[src/rtl/multiplication.sv]
// Sequential 8x8 unsigned shift-add multiplier: one start, eight RUN cycles,
// one-cycle DONE pulse with the registered 16-bit product.
module multiplication (
    input  logic        clk,
    input  logic        rst_n,
    input  logic        start,
    input  logic [7:0]  multiplicand,
    input  logic [7:0]  multiplier,
    output logic [15:0] product,
    output logic        busy,
    output logic        done
);

    typedef enum logic [1:0] {
        IDLE = 2'd0,
        RUN  = 2'd1,
        DONE = 2'd2
    } state_t;

    state_t      state_q, state_d;
    logic [15:0] mcand_q, mcand_d;
    logic [7:0]  mplier_q, mplier_d;
    logic [15:0] acc_q, acc_d;
    logic [2:0]  cnt_q, cnt_d;
    logic [15:0] product_q, product_d;

    always_ff @(posedge clk or negedge rst_n) begin
        if (!rst_n) begin
            state_q   <= IDLE;
            mcand_q   <= '0;
            mplier_q  <= '0;
            acc_q     <= '0;
            cnt_q     <= '0;
            product_q <= '0;
        end else begin
            state_q   <= state_d;
            mcand_q   <= mcand_d;
            mplier_q  <= mplier_d;
            acc_q     <= acc_d;
            cnt_q     <= cnt_d;
            product_q <= product_d;
        end
    end

    always_comb begin
        state_d   = state_q;
        mcand_d   = mcand_q;
        mplier_d  = mplier_q;
        acc_d     = acc_q;
        cnt_d     = cnt_q;
        product_d = product_q;
        case (state_q)
            IDLE: begin
                if (start) begin
                    mcand_d  = {8'h00, multiplicand};
                    mplier_d = multiplier;
                    acc_d    = '0;
                    cnt_d    = '0;
                    state_d  = RUN;
                end
            end
            RUN: begin
                acc_d    = acc_q + (mplier_q[0] ? mcand_q : 16'h0000);
                mcand_d  = {mcand_q[14:0], 1'b0};
                mplier_d = {1'b0, mplier_q[7:1]};
                cnt_d    = cnt_q + 3'd1;
                // Last iteration: product takes the accumulator including this edge's add.
                if (cnt_q == 3'd7) begin
                    product_d = acc_d;
                    state_d   = DONE;
                end
            end
            DONE: begin
                state_d = IDLE;
            end
            default: begin
                state_d = IDLE;
            end
        endcase
    end

    assign product = product_q;
    assign busy    = (state_q == RUN);
    assign done    = (state_q == DONE);

endmodule

[config.mk]
export PLATFORM = sky130hd
export DESIGN_NAME = multiplication
export DESIGN_NICKNAME = d
export VERILOG_FILES = /design/src/rtl/multiplication.sv
export SDC_FILE = /design/constraint.sdc
export NUM_CORES = 1
export LEC_CHECK = 0
export ABC_AREA = 1
export BUFFER_PORTS_ARGS = -buffer_cell sky130_fd_sc_hd__buf_4
export CELL_PAD_IN_SITES_DETAIL_PLACEMENT = 0
export CELL_PAD_IN_SITES_GLOBAL_PLACEMENT = 2
export CORE_ASPECT_RATIO = 1.4
export CORE_MARGIN = 5
export CORE_UTILIZATION = 26
export DETAILED_ROUTE_END_ITERATION = 6
export PLACE_DENSITY_LB_ADDON = 0.1
export REMOVE_ABC_BUFFERS = 1
export SLEW_MARGIN = 10
export SYNTH_ARGS = -nofsm -noshare
export SYNTH_HDL_FRONTEND = slang
export SYNTH_SLANG_ARGS = --single-unit
[constraint.sdc]
create_clock -name clk -period 2 [get_ports clk]
set_input_delay 0 -clock clk [delete_from_list [all_inputs] [get_ports clk]]
set_output_delay 0 -clock clk [all_outputs]
set_load 0.01 [all_outputs]
Word level (Yosys, flattened, before mapping)
Cells that the tools add are included.
W data, S select, Z words.
- equal/unequal tests: 5
- $add $sub $neg: 2
- multiplexer cells: 12
- reductions and logical operators: 5
- operators with widths (kind ; count):
    $pmux W16 S2 ; 2
    $mux W16 ; 3
    $add A16 B16 Y16 ; 1
    $pmux W8 S2 ; 1
    $mux W8 ; 1
    $pmux W3 S2 ; 1
    $reduce_and A2 Y1 ; 3
    $mux W2 ; 2
    $pmux W2 S2 ; 1
    $add A3 B1 Y3 const B ; 1
    $eq A3 B3 Y1 const B ; 1
    $mux W3 ; 1
    $eq A2 B1 Y1 const B ; 1
    $eq A2 B2 Y1 const B ; 1
    $logic_not A2 Y1 ; 1
    $ne A2 B1 Y1 const B ; 1
    $ne A2 B2 Y1 const B ; 1
    $reduce_bool A2 Y1 ; 1
- logic and storage cells: 30
- output and inout port bits: 18
- input bits: 19
- flip-flop bits (word level): 61

Longest topological paths before layout
- word-level depth: 3
- gate-level depth with buffers: 16
- gate-level depth less buffers: 14

Least setup slack after synthesis
OpenSTA, ideal clock, no wires.
- path type: reg2reg
- start: register mplier_q[0]
- end: register acc_q[8]
- library setup time: 117 ps
- stages on the path, launching flop included: 15
- data arrival time: 2004 ps
- data required time: 1883 ps
- path slack: -121 ps
- buffers on the path: 2
- cells stage by stage: dfrtp_1 clkbuf_1 clkbuf_1 nand2_1 inv_1 ha_1 fa_1 nand2_1 nand2_1 and2_1 nand2_1 nand2_1 xor2_1 nand2_1 nand2_1
- longest elaborated chain between the ends: 3
- ends and longest elaborated chain (item ; RTL line ; source):
    start, declared ; 22 ; logic [7:0] mplier_q, mplier_d;
    start signal, assigned ; 38 ; mplier_q <= mplier_d;
    $mux W16 ; 63 ; acc_d = acc_q + (mplier_q[0] ? mcand_q : 16'h0000);
    $add A16 B16 Y16 ; 63 ;
    $pmux W16 S2 ; 52 ; case (state_q)
    end signal, assigned ; 32 ; acc_q <= '0;
    end signal, assigned ; 39 ; acc_q <= acc_d;
    end, declared ; 23 ; logic [15:0] acc_q, acc_d;
Every way passes these cells.
A chain may end at the register's enable or synchronous reset.

Worst setup path in the final report
- start: register mplier_q[0]
- end: register acc_q[15]
The elaborated chain is that of the path after synthesis.

==> impl_metrics.csv <==
group,metric,value,unit
synth,async_flop_share,100,%
final_layout,nets,540,
route,postRouteAntennaNets,0,
die,rows,49,
sta,slew_viol_final,0,
synth,yosysSeqAreaShare,44.2,%
route,dr.pass1.iters,4,
route,vias,2931,
sta,post-route-min-period,1.86,ns
synth,synth-seq-cells,61,
worst_hold_path,hp-class,"in2reg",
sta,worst_slack,0.139,ns
grt,grt_max_degree,37,
grt,top_usage_layer,"met2",
power,power_density,1830,nW/µm²
grt,grt_pass1_vias,3038,
die,num_io_pins,37,
sta,max_freq,537,MHz
sta,worst_pin_slew,0.569,ns
final_layout,multiInputGateArea,1780,µm²
synth,synth_top_area_share,44.2,%
synth,syn-mean-instance-area,7.76,µm²
die,dieArea,15700,µm²
placed_design,portBuffers,36,
sta,grt_setup_unrepaired,"yes",
grt,grt_usage,12.9,%
grt,met1_usage,15.9,%
final_layout,num_antenna_cells,0,
worst_setup_path,critPathMaxFanout,6,
synth,synthSimpleGateAreaFrac,27.9,%
worst_setup_path,slowest_stage,"dfrtp_1",
sta,finalHoldViolations,0,
synth,synth.most_common_cell,"nand2_1",
power,leakagePower,2.40,nW
final_layout,ff_latch_area,1530,µm²
die,die_w,107,µm
run,cap_violations,0,
synth,synth_compound_area_share,8.99,%
placed_design,dpl.hpwl,6950,µm
final_layout,fillers,1414,
grt,use_met3,2.21,%
synth,synth_area,3450,µm²
synth,synth_top_area_cell,"dfrtp_1",
synth,netlist_instances,445,
die,core_area,12900,µm²
synth,yosysUniqueCellTypes,31,
die,die_y,146,µm
grt,grt_overflow,0,
worst_setup_path,crit_chain,"buf_4 -> buf_4 -> nand2_1 -> inv_1 -> ha_1 -> nand2_2 -> inv_1 -> nand2_1 -> nand2_1 -> a21oi_2 -> nand3_1 -> nand3_1 -> nand2_1",
final_layout,synthToLayoutAreaGrowth,32.7,%
worst_setup_path,cp_data_arrival_time,2.08,ns
final_layout,drive_gt1_share,21.9,%
clock_network,clk_path_buf_depth,2,
placed_design,preCtsSetupSlack,-0.00695,ns
power,power,0.00839,W
synth,netlist_top_cells_area,"dfrtp_1 (44%), nand2_1 (18%), inv_1 (7.1%)",
placed_design,gp_congestion,0.774,
die,start_util,26.7,%
clock_network,cts_root_buf,"clkbuf_16",
clock_network,clk_pin_slew,0.06,ns
worst_setup_path,required,2.22,ns
final_layout,final_util,35.4,%
grt,grt_pass1_wl,15700,µm
grt,use_met2,22.6,%
worst_setup_path,crit_family,"simple AND/OR/NAND/NOR gates",
worst_setup_path,cpPeakStageDelay,0.39,ns
route,drtIter0Drc,65,
synth,synth_mux_area_share,0,%
clock_network,cts.sinks,61,
sta,setup_viol_count_final,0,
worst_setup_path,critPathBufInv,4,
sta,clock_skew,0.00659,ns
status,status,"complete, no violations",
synth,synth_top_family_by_area,"simple AND/OR/NAND/NOR gates",
synth,synthFlopType,"dfrtp_1",
clock_network,tritoncts,"yes",
worst_setup_path,crit_top_cell,"nand2_1",
sta,fin_crit_sh,93.0,%
clock_network,htreeDepth,3,
synth,yosysWarnings,0,
sta,slew_headroom,62.1,%
clock_network,cts-buffers-inserted,9,
route,wl_per_cell,14.1,µm
synth,synth_edf_count,0,
synth,synth_fa_ha_area_share,6.74,%
worst_setup_path,worstSetupStartpointType,"flip-flop",
sta,hold_slack,0.0333,ns
worst_setup_path,end_kind,"flip-flop",
grt,antenna_found_initial,0,
synth,synth_xor_xnor_area_share,1.78,%
route,via_per_inst,4.27,
worst_setup_path,crit_type,"reg2reg",
clock_network,clock_latency,0.33,ns
route,drc,0,
synth,synthTopCellsByCount,"nand2_1 (165), inv_1 (65), dfrtp_1 (61)",
route,drt_wl_total,9700,µm
power,peakVddDrop,0.000843,V
power by group:
part / switching (W) / leakage (nW) / internal (W) / total, W
logic: 0.00259 / 1.50 / 0.00194 / 0.00454
clock network: 0.000585 / 0.148 / 0.00103 / 0.00162
registers: 0.000398 / 0.749 / 0.00184 / 0.00223
worst register-to-register path, cell delays in order, from the launching register on:
cell and delay (ns):
dfrtp_1 0.39, buf_4 0.16, buf_4 0.14, nand2_1 0.05
inv_1 0.04, ha_1 0.33, nand2_2 0.10, inv_1 0.04
nand2_1 0.06, nand2_1 0.06, a21oi_2 0.13, nand3_1 0.11
nand3_1 0.09, nand2_1 0.05
path summary, 6_finish.rpt:
check,from,endpoint,slack [ns],cells after the start
max in group asynchronous,rst_n,acc_q[5],1.25,3
min in group asynchronous,rst_n,mcand_q[9],0.17,2
worst max-delay path,mplier_q[0],acc_q[15],0.14,13
worst min-delay path,multiplicand[2],mcand_q[2],0.03,3
worst max register to register,mplier_q[0],acc_q[15],0.14,13
worst min register to register,product[9],product[9],0.47,2
metal layers:
layer	share of wire, %	vias up
li1	-	1519
met4	1.6	0
met3	2.8	11
met2	51	40
met5	0	-
met1	45	1361
layout by cell type, fill, tap and decap left out, drive strengths merged:
| cell type | count |
|---|---|
| clkinvlp | 2 |
| dfrtp | 61 |
| nor2 | 20 |
| fa | 1 |
| ha | 17 |
| clkbuf | 11 |
| inv | 71 |
| bufinv | 1 |
| a22o | 5 |
| o21ai | 14 |
| a32o | 1 |
| nand3b | 2 |
| a21oi | 15 |
| xnor2 | 2 |
| nand4 | 1 |
| o22ai | 8 |
| and2 | 2 |
| a221oi | 7 |
| or2 | 2 |
| nand2 | 167 |
| nor3 | 9 |
| buf | 50 |
| xor2 | 5 |
| nand3 | 23 |
| dlygate4sd3 | 9 |
| clkinv | 2 |
cells by family (layout without fill, tap and decap cells):
logic type	Yosys count	in the layout
adder cells (fa/ha/maj)	18	18
AO/OA/AOI/OAI	50	50
AND/OR/NAND/NOR	226	226
flip-flops	61	61
buffers and inverters	83	146
XOR/XNOR	7	7
layout make-up:
class	instances	area share, %
multi-input combinational	301	38.9
clock buffer	11	5.52
timing repair buffer	59	10.2
sequential	61	33.3
clock inverter	5	1.28
inverter	71	5.98
tap	178	4.86
registers in the layout, indices dropped and copies added (netlist names):
signal and count:
mcand_q 16, acc_q 16, cnt_q 3, product 16, mplier_q 8, state_q 2
per-stage QoR:
stage	TNS, ns	instance area, µm²	std cells
finish	0	4580	686
global route	-0.0395	4580	686
CTS	0	4380	685
detailed placement	-0.00773	3960	660
global placement	-0.0385	3960	660
floorplan	0	3370	433
what timing repair did:
action / in CTS / in global routing
setup endpoints to repair: 2 / 22
hold buffers: 9 / 0
pin swaps: 0 / 10
buffers inserted: 0 / 1
endpoints found under the hold margin: 36 / 0
resized for setup: 4 / 38
Note: power is estimated with default switching activity, not from simulation.
